[src/rtl/vp_mac_job_sequencer.sv]
// Job sequencer in front of the variable-precision temporal MAC: frames precision/scale/data beats,
// captures the single MAC result and forwards it. Optional cycle counter: VP_SEQ_PERF_CNT_EN.
module vp_mac_job_sequencer #(
   parameter int AXIS_DW  = 32,
   parameter int MAX_PREC = 8
) (
   input  logic               CLK,
   input  logic               RESETN,
   input  logic               CMD_VALID,
   output logic               CMD_READY,
   input  logic [3:0]         CMD_PRECISION,
   input  logic [31:0]        CMD_SCALE,
   input  logic [15:0]        CMD_LEN,
   input  logic [7:0]         CMD_TID,
   input  logic               SD_AXIS_TVALID,
   output logic               SD_AXIS_TREADY,
   input  logic [AXIS_DW-1:0] SD_AXIS_TDATA,
   output logic               M_MAC_TVALID,
   input  logic               M_MAC_TREADY,
   output logic [AXIS_DW-1:0] M_MAC_TDATA,
   output logic               M_MAC_TLAST,
   output logic               M_MAC_TUSER,
   output logic [7:0]         M_MAC_TID,
   input  logic               S_MAC_TVALID,
   output logic               S_MAC_TREADY,
   input  logic [AXIS_DW-1:0] S_MAC_TDATA,
   input  logic [7:0]         S_MAC_TID,
   output logic               MO_AXIS_TVALID,
   input  logic               MO_AXIS_TREADY,
   output logic [AXIS_DW-1:0] MO_AXIS_TDATA,
   output logic [7:0]         MO_AXIS_TID,
   output logic               MO_AXIS_TLAST,
   output logic               BUSY,
   output logic               JOB_DONE,
   output logic [1:0]         ERR_CODE,
   output logic [15:0]        JOB_CNT
`ifdef VP_SEQ_PERF_CNT_EN
   ,
   output logic [31:0]        PERF_CYC
`endif
);

   typedef enum logic [2:0] {
      ST_IDLE,
      ST_SEND_PREC,
      ST_SEND_SCALE,
      ST_STREAM,
      ST_WAIT_RES,
      ST_OUT_RES,
      ST_DONE
   } state_t;

   localparam logic [1:0] ERR_OK       = 2'b00;
   localparam logic [1:0] ERR_ZERO_LEN = 2'b01;
   localparam logic [1:0] ERR_BAD_PREC = 2'b10;
   localparam logic [1:0] ERR_TID      = 2'b11;

   state_t               r_state;
   state_t               w_state_next;
   logic [3:0]           r_prec;
   logic [31:0]          r_scale;
   logic [15:0]          r_len;
   logic [7:0]           r_tid;
   logic [15:0]          r_beat;
   logic [1:0]           r_err;
   logic [AXIS_DW-1:0]   r_res_data;
   logic [7:0]           r_res_tid;
   logic [15:0]          r_job_cnt;

   logic                 w_len_zero;
   logic                 w_prec_bad;
   logic                 w_last;
   logic                 w_mac_hs;
   logic [AXIS_DW-1:0]   w_prec_ext;
   logic [AXIS_DW-1:0]   w_scale_ext;
   logic [AXIS_DW-1:0]   w_sd_ext;
   logic                 w_mac_valid;
   logic [AXIS_DW-1:0]   w_mac_data;
   logic                 w_mac_last;
   logic                 w_mac_user;
   logic [7:0]           w_mac_tid;
   logic                 w_sd_ready;
   logic                 w_res_ready;
   logic                 w_unused_sd;

   // Only the activation/weight pair in the low half-word is forwarded.
   assign w_unused_sd = ^SD_AXIS_TDATA[AXIS_DW-1:16];

   assign w_len_zero = (CMD_LEN == 16'd0);
   assign w_prec_bad = ({28'd0, CMD_PRECISION} > 32'(MAX_PREC));
   assign w_last     = (r_beat == (r_len - 16'd1));
   assign w_mac_hs   = w_mac_valid && M_MAC_TREADY;

   always_comb begin
      w_prec_ext        = '0;
      w_prec_ext[3:0]   = r_prec;
      w_scale_ext       = '0;
      w_scale_ext[31:0] = r_scale;
      w_sd_ext          = '0;
      w_sd_ext[15:0]    = SD_AXIS_TDATA[15:0];
   end

   // Valid/ready: a VALID never depends on its own READY and, once high, holds with a stable
   // payload until the handshake; the STREAM state is a pure zero-latency passthrough.
   always_comb begin
      w_state_next = r_state;
      w_mac_valid  = 1'b0;
      w_mac_data   = '0;
      w_mac_last   = 1'b0;
      w_mac_user   = 1'b0;
      w_mac_tid    = '0;
      w_sd_ready   = 1'b0;
      w_res_ready  = 1'b0;
      case (r_state)
         ST_IDLE: begin
            if (CMD_VALID) begin
               if (w_len_zero || w_prec_bad) w_state_next = ST_DONE;
               else                          w_state_next = ST_SEND_PREC;
            end
         end
         ST_SEND_PREC: begin
            w_mac_valid = 1'b1;
            w_mac_user  = 1'b1;
            w_mac_data  = w_prec_ext;
            w_mac_tid   = r_tid;
            if (M_MAC_TREADY) w_state_next = ST_SEND_SCALE;
         end
         ST_SEND_SCALE: begin
            w_mac_valid = 1'b1;
            w_mac_data  = w_scale_ext;
            w_mac_tid   = r_tid;
            if (M_MAC_TREADY) w_state_next = ST_STREAM;
         end
         ST_STREAM: begin
            w_mac_valid = SD_AXIS_TVALID;
            w_sd_ready  = M_MAC_TREADY;
            w_mac_data  = w_sd_ext;
            w_mac_last  = w_last;
            w_mac_tid   = r_tid;
            if (SD_AXIS_TVALID && M_MAC_TREADY && w_last) w_state_next = ST_WAIT_RES;
         end
         ST_WAIT_RES: begin
            w_res_ready = 1'b1;
            if (S_MAC_TVALID) w_state_next = ST_OUT_RES;
         end
         ST_OUT_RES: begin
            if (MO_AXIS_TREADY) w_state_next = ST_DONE;
         end
         ST_DONE: begin
            w_state_next = ST_IDLE;
         end
         default: begin
            w_state_next = ST_IDLE;
         end
      endcase
   end

   always_ff @(posedge CLK) begin
      if (!RESETN) begin
         r_state    <= ST_IDLE;
         r_prec     <= '0;
         r_scale    <= '0;
         r_len      <= '0;
         r_tid      <= '0;
         r_beat     <= '0;
         r_err      <= ERR_OK;
         r_res_data <= '0;
         r_res_tid  <= '0;
         r_job_cnt  <= '0;
      end else begin
         r_state <= w_state_next;
         case (r_state)
            ST_IDLE: begin
               if (CMD_VALID) begin
                  r_prec  <= CMD_PRECISION;
                  r_scale <= CMD_SCALE;
                  r_len   <= CMD_LEN;
                  r_tid   <= CMD_TID;
                  r_beat  <= '0;
                  // Zero length takes priority over a bad precision code.
                  if (w_len_zero)      r_err <= ERR_ZERO_LEN;
                  else if (w_prec_bad) r_err <= ERR_BAD_PREC;
                  else                 r_err <= ERR_OK;
               end
            end
            ST_STREAM: begin
               if (w_mac_hs) r_beat <= r_beat + 16'd1;
            end
            ST_WAIT_RES: begin
               if (S_MAC_TVALID) begin
                  r_res_data <= S_MAC_TDATA;
                  r_res_tid  <= S_MAC_TID;
                  if (S_MAC_TID != r_tid) r_err <= ERR_TID;
               end
            end
            ST_DONE: begin
               r_job_cnt <= r_job_cnt + 16'd1;
            end
            default: begin
            end
         endcase
      end
   end

   assign CMD_READY      = (r_state == ST_IDLE);
   assign BUSY           = (r_state != ST_IDLE);
   assign JOB_DONE       = (r_state == ST_DONE);
   assign ERR_CODE       = r_err;
   assign JOB_CNT        = r_job_cnt;
   assign SD_AXIS_TREADY = w_sd_ready;
   assign M_MAC_TVALID   = w_mac_valid;
   assign M_MAC_TDATA    = w_mac_data;
   assign M_MAC_TLAST    = w_mac_last;
   assign M_MAC_TUSER    = w_mac_user;
   assign M_MAC_TID      = w_mac_tid;
   assign S_MAC_TREADY   = w_res_ready;
   assign MO_AXIS_TVALID = (r_state == ST_OUT_RES);
   assign MO_AXIS_TDATA  = r_res_data;
   assign MO_AXIS_TID    = r_res_tid;
   assign MO_AXIS_TLAST  = 1'b1;

`ifdef VP_SEQ_PERF_CNT_EN
   logic [31:0] r_cyc;
   logic [31:0] r_perf;
   logic [31:0] w_cyc_inc;

   // Saturating; the DONE cycle itself is counted, hence the copy of the incremented value.
   assign w_cyc_inc = (r_cyc == 32'hFFFF_FFFF) ? r_cyc : (r_cyc + 32'd1);

   always_ff @(posedge CLK) begin
      if (!RESETN) begin
         r_cyc  <= '0;
         r_perf <= '0;
      end else if (r_state == ST_IDLE) begin
         if (CMD_VALID) r_cyc <= '0;
      end else begin
         r_cyc <= w_cyc_inc;
         if (r_state == ST_DONE) r_perf <= w_cyc_inc;
      end
   end

   assign PERF_CYC = r_perf;
`endif

endmodule
[config.mk]
export PLATFORM = sky130hd
export DESIGN_NAME = vp_mac_job_sequencer
export DESIGN_NICKNAME = d
export VERILOG_FILES = /design/src/rtl/vp_mac_job_sequencer.sv
export SDC_FILE = /design/constraint.sdc
export NUM_CORES = 1
export LEC_CHECK = 0
export ABC_AREA = 0
export CORE_MARGIN = 5
export CORE_UTILIZATION = 25
export CTS_CLUSTER_SIZE = 12
export DETAILED_ROUTE_END_ITERATION = 10
export REMOVE_ABC_BUFFERS = 1
export SLEW_MARGIN = 20
export SYNTH_ARGS = -nofsm -noshare
export SYNTH_HDL_FRONTEND = slang
export SYNTH_SLANG_ARGS = --single-unit
[constraint.sdc]
create_clock -name CLK -period 3.6 [get_ports CLK]
set_input_delay 0.72 -clock CLK [delete_from_list [all_inputs] [get_ports CLK]]
set_output_delay 0.72 -clock CLK [all_outputs]
set_load 0.01 [all_outputs]
==> metrics.csv <==
metric,value,unit
mapped cell area,6611,um^2
H-tree depth,4,
Syn. warnings,0,
"flops & latches, synth",137,
HP Start,r_scale[28],
die width,172.6,um
final wirelength,21650,um
# DRC,0,
Ports,247,
Max Clock Skew,0.008600,ns
Hold Path Cell Cnt,2,
area grow syn2layout,49.89,%
Cell Pwr Density,487.0,nW/um^2
Mean Syn Cell Area,8.233,um^2
top-area cell type share of the netlist area,0.4148,
mean routed wirelength per cell,15.92,um
clock sink total,137,
Max Cap Violations,0,
CTS tree,built,
CP required,2.88,ns
Reg area,2743,um^2
path length in cells of the critical path,5,
crit path from,r_state[0],
# rows,59,
area occupied by multi-input gates,3646,um^2
DR vias/cell,4.497,
HP Class,reg -> reg,
GRT Residual Overflow,0,
TritonRoute pass-1 iters,5,
Setup CP Type,reg -> out,
R2R setup slack,1.20,ns
CP max FO,21,
Die Y,172.6,um
input/output buffers,229,
Tmin final,3.308,ns
Slew HR,0.4930,
DP Wirelength,15670,um
VDD IR max,0.0002328,V
CTS buffer count,17,
pin count of the biggest net entering global routing,70,
Post-Syn Instances,803,
Clock Pin Slew Worst Setup and Hold Paths,0.06,ns
layout cells sized above 1,0.06634,
drt initial violations,245,
cell taking the most area after synthesis,dfxtp_1,
Routed Antenna Nets,0,
Max Fclk,302.3,MHz
"Critical Path, Cell by Cell",nand2_1 -> nor2_1 -> buf_4 -> and2_1 -> clkdlybuf4s50_1,
slowest CP cell,dfxtp_1,
setup TNS,0,ns
Clock Path Buffers,2,
Nets,1154,
global-route wire length before repair,34780,um
ANT cells,0,
die area,29800,um^2
Worst EP arrival,2.59,ns
Worst-Margin Slew,0.7536,ns
Post-CTS Hold Fix Bufs,0,
slowest cell delay on critical path,0.78,ns
r2r worst-path depth,8,
leakage power,3.572,nW
Final Cycle Share,0.9190,
core area,26060,um^2
gp weighted congestion,0.7850,
ys async rst share,0,
All-Layer GR Usage,0.1431,
Final Setup Violations,0,
Final Hold Fails,0,
hold endpoint,r_scale[28],
Worst setup EP type,output pin,
vias,6116,
Final Slew Violations,0,
crit start category,register,
Synth area leaders,"dfxtp_1 41%, nand2_1 12%, a21boi_0 12%, xnor2_1 4.4%, and2_1 4.0%",
status,completed,
"Distinct cells, synth",60,
RSZ-0062 raised after global routing,no,
CP top delay family,buffers and inverters,
Post-synth EDFFs,0,
hold_ws,0.4554,ns
"Top FF cell, synth",dfxtp_1,
clk_lat worst skew,0.42,ns
number of global-route vias before repair,6135,
reg2reg start,r_len[0],
initial antenna violation count,0,
Buf/Inv on CP,2,
CTS root buf,clkbuf_16,
Initial Util,0.2537,
register area share after synthesis,0.4148,
reg2reg end,r_state[2],
fill count,2711,
-- worst register-to-register path: stages (launching register included) --
cell and delay [ns]:
dfxtp_1 0.39, inv_1 0.09, ha_1 0.23, nor3b_4 0.32, nand4_1 0.15, xnor2_1 0.16
a211o_1 0.30, nor4_2 0.50, a31o_1 0.21
-- per-stage QoR --
step           cell area (um^2)  std cells  utilization  power (mW)  setup WS [ns]
6_report                   9910       1360       0.3803       4.826         0.2915
5_1_grt                    9910       1360       0.3803       5.097        0.07668
4_1_cts                    9905       1360       0.3801       4.901         0.1994
3_5_place_dp               9226       1328       0.3541       2.870         0.2227
3_3_place_gp               9226       1328       0.3541       2.862         0.2064
2_1_floorplan              6389        748            -       2.316         0.5745
-- Yosys cell counts (6+ instances only) --
library cell,n
nand4_1,14
inv_1,8
xor2_1,24
a21oi_1,6
nand2_1,216
nor3_1,8
a21boi_0,103
clkbuf_1,48
dfxtp_1,137
o21ai_0,7
and2_1,42
a22o_1,12
nor2_1,36
nor4_1,9
xnor2_1,33
and3_1,8
nand3_1,17
-- how the worst max path moves through the flow --
stage	end	slack [ns]
floorplan	M_MAC_TDATA[10]	0.57
global placement	M_MAC_TLAST	0.21
detailed placement	M_MAC_TLAST	0.22
CTS	M_MAC_TLAST	0.20
global route	M_MAC_TLAST	0.08
finish	SD_AXIS_TREADY	0.29
-- layout make-up --
cell class | count | area share
clock inverter | 13 | 0.02159
inverter | 8 | 0.003030
clock buffer | 19 | 0.04571
sequential | 137 | 0.2768
timing repair buffer | 245 | 0.2427
multi-input combinational | 603 | 0.3679
tap | 335 | 0.04230
-- layer usage --
layer  share of wire  up-vias  GRT usage
met1            0.44     2851     0.1745
met5               0        -          0
met4           0.020        0    0.04391
met3           0.050       18    0.03821
li1                -     3109          -
met2            0.49      138     0.2463
-- report_power, final --
part / switching [mW] / total, mW / leakage, nW / internal, mW
Sequential: 0.107 / 1.74 / 1.11 / 1.63
Combinational: 0.572 / 1.09 / 2.14 / 0.523
Clock: 0.718 / 1.99 / 0.321 / 1.28
-- placed cells by master, fill, tap and decap left out, types with 6 or more instances in the layout --
master	n
nand3_1	17
clkbuf_16	17
clkdlybuf4s50_1	227
xor2_1	24
dfxtp_1	137
inv_1	8
nor2_1	36
nor3_1	7
nand4_1	14
and2_1	41
o21ai_0	7
xnor2_1	33
a21boi_0	103
nor4_1	8
and3_1	8
buf_4	17
a21oi_1	6
nand2_1	215
a22o_1	12
-- what timing repair did --
item,CTS,global route
setup buffers,0,0
endpoints found under the setup margin,1,1
gates resized for setup,3,3
-- registers in the layout, indices dropped and copies added, names as in the netlist --
register,count
ERR_CODE,2
r_scale,32
r_state,3
r_beat,16
MO_AXIS_TDATA,32
r_len,16
r_tid,8
JOB_CNT,16
r_prec,4
MO_AXIS_TID,8
-- kinds of logic after synthesis --
kind of cell | share of synthesized area
fa+ha+maj | 0.005678
flops | 0.4148
xor+xnor | 0.07892
compound gates | 0.1809
simple gates | 0.2693
buf+inv | 0.03823
mux | 0.01154
other cells | 0.0005672
Power figures use the tool's default switching activity.
